[config.mk]
export PLATFORM = sky130hd
export DESIGN_NAME = add_accumulator
export DESIGN_NICKNAME = d
export VERILOG_FILES = /design/src/rtl/add_accumulator_pkg.sv /design/src/rtl/add_accumulator_ripple_add_n.sv /design/src/rtl/add_accumulator.sv
export SDC_FILE = /design/constraint.sdc
export NUM_CORES = 1
export LEC_CHECK = 0
export CELL_PAD_IN_SITES_DETAIL_PLACEMENT = 0
export CELL_PAD_IN_SITES_GLOBAL_PLACEMENT = 1
export CORE_MARGIN = 2
export CORE_UTILIZATION = 36
export CTS_CLUSTER_DIAMETER = 30
export DETAILED_ROUTE_END_ITERATION = 6
export HOLD_SLACK_MARGIN = 0.08
export PLACE_DENSITY = 0.75
export SYNTH_ARGS = -nofsm -noshare
export SYNTH_HDL_FRONTEND = slang
export SYNTH_SLANG_ARGS = --single-unit
export TNS_END_PERCENT = 1
[constraint.sdc]
create_clock -name clk -period 4.05 [get_ports clk]
set_input_delay 0.405 -clock clk [delete_from_list [all_inputs] [get_ports clk]]
set_output_delay 0.405 -clock clk [all_outputs]
set_load 0.02 [all_outputs]
[src/rtl/add_accumulator_pkg.sv]
// Shared state encoding for the add_accumulator slice.
// Encoding 2'd3 is unused and recovers to ST_IDLE.
package add_accumulator_pkg;
  typedef enum logic [1:0] {
    ST_IDLE  = 2'd0,
    ST_ACCUM = 2'd1,
    ST_HOLD  = 2'd2
  } state_t;
endpackage

[src/rtl/add_accumulator_ripple_add_n.sv]
// W-bit ripple-carry adder chained from 1-bit full_adder cells.
// Purely combinational, no backpressure.
module full_adder (
  input  logic a,
  input  logic b,
  input  logic cin,
  output logic s,
  output logic cout
);
  assign s    = a ^ b ^ cin;
  assign cout = (a & b) | (cin & (a ^ b));
endmodule

module ripple_add_n #(
  parameter int W = 10
) (
  input  logic [W-1:0] a,
  input  logic [W-1:0] b,
  input  logic         cin,
  output logic [W-1:0] s,
  output logic         cout
);
  logic [W:0] c;

  assign c[0] = cin;
  assign cout = c[W];

  for (genvar i = 0; i < W; i++) begin : g_bit
    full_adder u_fa (
      .a   (a[i]),
      .b   (b[i]),
      .cin (c[i]),
      .s   (s[i]),
      .cout(c[i+1])
    );
  end
endmodule

[src/rtl/add_accumulator.sv]
// Sums MAX_CNT {Cout,S} operands per frame with sticky overflow; total valid 1 cycle after last beat.
// in_ready/out_valid are registered state decodes; total held in HOLD until out_ready.
module add_accumulator
  import add_accumulator_pkg::*;
#(
  parameter int IN_W    = 5,
  parameter int ACC_W   = 10,
  parameter int MAX_CNT = 8,
  parameter int CNT_W   = 4
) (
  input  logic             clk,
  input  logic             rst_n,
  input  logic             start,
  input  logic             in_valid,
  output logic             in_ready,
  input  logic [IN_W-1:0]  S,
  input  logic             Cout,
  output logic             out_valid,
  input  logic             out_ready,
  output logic [ACC_W-1:0] acc_out,
  output logic             ovf,
  output logic             busy,
  output logic [CNT_W-1:0] count
);
  state_t           state;
  logic [ACC_W-1:0] op;
  logic [ACC_W-1:0] sum;
  logic             carry;
  logic             beat;

  assign op   = ACC_W'({Cout, S});
  assign beat = in_valid & in_ready;

  ripple_add_n #(.W(ACC_W)) u_add (
    .a   (acc_out),
    .b   (op),
    .cin (1'b0),
    .s   (sum),
    .cout(carry)
  );

  // Outputs are written together with the state so they always match its decode.
  always_ff @(posedge clk) begin
    if (!rst_n) begin
      state     <= ST_IDLE;
      acc_out   <= '0;
      count     <= '0;
      ovf       <= 1'b0;
      in_ready  <= 1'b0;
      out_valid <= 1'b0;
      busy      <= 1'b0;
    end else begin
      case (state)
        ST_IDLE: begin
          if (start) begin
            state    <= ST_ACCUM;
            acc_out  <= '0;
            count    <= '0;
            ovf      <= 1'b0;
            in_ready <= 1'b1;
            busy     <= 1'b1;
          end
        end
        ST_ACCUM: begin
          if (start) begin
            // Restart wins over a coincident beat; that operand is discarded.
            acc_out <= '0;
            count   <= '0;
            ovf     <= 1'b0;
          end else if (beat) begin
            acc_out <= sum;
            ovf     <= ovf | carry;
            count   <= count + 1'b1;
            if (count == CNT_W'(MAX_CNT - 1)) begin
              state     <= ST_HOLD;
              in_ready  <= 1'b0;
              out_valid <= 1'b1;
            end
          end
        end
        ST_HOLD: begin
          if (out_ready) begin
            out_valid <= 1'b0;
            if (start) begin
              state    <= ST_ACCUM;
              acc_out  <= '0;
              count    <= '0;
              ovf      <= 1'b0;
              in_ready <= 1'b1;
            end else begin
              state <= ST_IDLE;
              busy  <= 1'b0;
            end
          end
        end
        default: begin
          state     <= ST_IDLE;
          in_ready  <= 1'b0;
          out_valid <= 1'b0;
          busy      <= 1'b0;
        end
      endcase
    end
  end
endmodule

==> impl_metrics.env <==
export IMPL_yosysTopAreaCellShare_pct=32.7
export IMPL_drive_above_1_share_pct=2.74
export IMPL_drc=0
export IMPL_drtIter0Drc=94
export IMPL_critPathKind="in -> reg"
export IMPL_gr_max_usage_layer="met2"
export IMPL_slowest_stage="fa_1"
export IMPL_rsz0062_at_grt="no"
export IMPL_power_leakage_nw=0.547
export IMPL_finClkSkew_ns=0.00427
export IMPL_total_power_w=0.000388
export IMPL_slowest_delay_ns=0.41
export IMPL_synthFlopType="dfxtp_1"
export IMPL_yosysUniqueCellTypes=32
export IMPL_synth_nets=158
export IMPL_power_density_nw_per_um2=267
export IMPL_antenna_cells=0
export IMPL_ctsResizeCount=0
export IMPL_cts_sinks=20
export IMPL_use_met2_pct=23.8
export IMPL_grt_max_degree=19
export IMPL_worstMarginPinSlew_ns=1.17
export IMPL_grt_pass1_vias=1040
export IMPL_stdcell_area_um2=1450
export IMPL_htreeDepth=1
export IMPL_required_ns=4.28
export IMPL_use_met3_pct=3.80
export IMPL_slew_headroom_pct=21.8
export IMPL_cts_setup_buffers=0
export IMPL_vias_per_cell=5.41
export IMPL_clock_fmax_mhz=267
export IMPL_crit_chain="clkdlybuf4s50_1 -> ha_1 -> fa_1 -> inv_1 -> fa_1 -> inv_1 -> fa_1 -> fa_1 -> inv_1 -> fa_1 -> inv_1 -> ha_1 -> ha_1 -> ha_1 -> ha_1 -> o31ai_1 -> a21oi_1"
export IMPL_ys_seq_area_share_pct=32.7
export IMPL_synth_edf_count=0
export IMPL_port_buffers=28
export IMPL_status="finished, final reports clean"
export IMPL_synthArstFlopShare_pct=0
export IMPL_antenna_found_initial=0
export IMPL_synth_area_leader_cell="dfxtp_1"
export IMPL_max_cap_viol_count=0
export IMPL_wl_um=2760
export IMPL_fin_nets=170
export IMPL_num_rows=21
export IMPL_regArea_um2=400
export IMPL_dp_hpwl_um=1880
export IMPL_die_w_um=62.4
export IMPL_drtPass1Iterations=4
export IMPL_syn_area_per_cell_um2=9.02
export IMPL_grt_pass1_wl_um=4850
export IMPL_cp_max_fo=1
export IMPL_crit_path_end_kind="register"
export IMPL_syn_inst=136
export IMPL_vias=1039
export IMPL_io_pins=29
export IMPL_clk_insertion_delay_late_ns=0.30
export IMPL_min_path_type="reg -> reg"
export IMPL_ir_worst_vdd_mv=0.119
export IMPL_arrival_ns=3.98
export IMPL_period_share_pct=92.6
export IMPL_ys_seq_elements=20
export IMPL_finalMaxSlewViolations=0
export IMPL_netlist_area_um2=1230
export IMPL_grt_usage_pct=15.4
export IMPL_ys_top_cells_by_area="dfxtp_1 (33%), fa_1 (8.2%), buf_4 (6.7%), o31ai_1 (6.7%), a21oi_1 (6.1%)"
export IMPL_yosysMostFrequentCell="dfxtp_1"
export IMPL_cts_root_buf="clkbuf_4"
export IMPL_fill_cells=344
export IMPL_overflow=0
export IMPL_cp_start_kind="input port"
export IMPL_grt_util_met1_pct=20.9
export IMPL_place_congestion=0.820
export IMPL_wire_per_inst_um=14.4
export IMPL_initial_core_util_pct=37.0
export IMPL_clk_path_buf_depth=2
export IMPL_finalSetupViolations=0
export IMPL_synthToLayoutAreaGrowth_pct=18.4
export IMPL_critPathBufInv=5
export IMPL_core_um2=3310
export IMPL_dieArea_um2=3890
export IMPL_path_delay_family="adder cells"
export IMPL_tritoncts="yes"
export IMPL_yosysWarnings=0
export IMPL_synth_commonest_cells="dfxtp_1 (20), a21oi_1 (15)"
export IMPL_regToRegSetupSlack_ns=0.48
export IMPL_cts_reportedPaths_clkPinSlew_ns=0.12
export IMPL_hold_viol=0
export IMPL_multi_input_area_um2=649
export IMPL_fin_crit_ns=3.75
export IMPL_cts_hold_buf=0
export IMPL_ant_nets=0
export IMPL_die_y_um=62.4
export IMPL_numCtsBuffers=3
export IMPL_place_area_um2=1430
==> layer usage <==
metal  wire length (um)  share of wire, %
met5                  0                 0
met4                 25              0.91
met1               1360                49
met3                138               5.0
met2               1230                45
==> cells by family (layout without fill, tap and decap cells) <==
group | after synthesis | in the layout | share of synthesized area [%]
compound gates | 36 | 36 | 18.3
simple gates | 35 | 35 | 18.8
buf+inv | 32 | 42 | 14.4
flops | 20 | 20 | 32.7
fa+ha+maj | 11 | 11 | 14.3
mux | 2 | 2 | 1.63
==> power by group <==
group	internal (W)	leakage [nW]	switching (W)	total, W
registers	0.000204	0.163	0.00000766	0.000211
logic	0.0000350	0.370	0.0000431	0.0000780
clock network	0.0000347	0.0138	0.0000642	0.0000989
total	0.000273	0.547	0.000115	0.000388
==> final timing paths <==
path	cells past startpoint	start	end
max	17	S[0]	acc_out[9]
min	2	ovf	ovf
max reg2reg	16	acc_out[0]	acc_out[9]
min reg2reg	2	ovf	ovf
==> per-stage QoR <==
stage / hold WS (ns) / setup slack [ns] / TNS [ns] / cells / util (%)
after floorplan: 0.463 / 0.631 / 0 / 136 / -
after global placement: 0.446 / 0.0415 / 0 / 189 / 43.2
after detailed placement: 0.447 / -0.0267 / -0.0267 / 189 / 43.2
after CTS: 0.466 / 0.289 / 0 / 192 / 43.8
after global routing: 0.509 / 0.102 / 0 / 192 / 43.8
final: 0.460 / 0.300 / 0 / 192 / 43.8
==> final cells by class <==
class	instances	area share, %
sequential	20	27.6
multi-input combinational	84	44.7
tap	46	3.97
inverter	11	2.84
timing repair buffer	28	19.3
clock buffer	3	1.55
==> state kept, by name, indices dropped and copies added (netlist names) <==
name       count
acc_out       10
count          4
state          2
busy           1
in_ready       1
out_valid      1
ovf            1
==> worst reg2reg max path: cells and delay by family, from the launching register on <==
family	cells	cell delay, ns
fa+ha+maj	10	2.63
flops	1	0.34
compound gates	2	0.25
buf+inv	4	0.29
==> layout by cell type, fill, tap and decap left out <==
cell type	count
and3b_1	1
dfxtp_1	20
nand2_1	1
clkbuf_4	3
mux2i_1	2
nor3_1	1
o21bai_1	1
nor2_1	1
clkdlybuf4s50_1	28
a31oi_1	2
and4b_1	1
nor4_1	3
fa_1	5
nand4_1	11
a211oi_1	3
inv_1	11
a21oi_1	15
nor2b_1	2
nand4bb_1	1
o31ai_1	11
ha_1	6
nand3_1	3
nand4b_1	1
or3_1	1
nand2b_1	3
or4_1	2
or3b_2	1
o21ai_0	3
o31a_1	1
nand3b_1	2
Power figures use the tool's default switching activity.
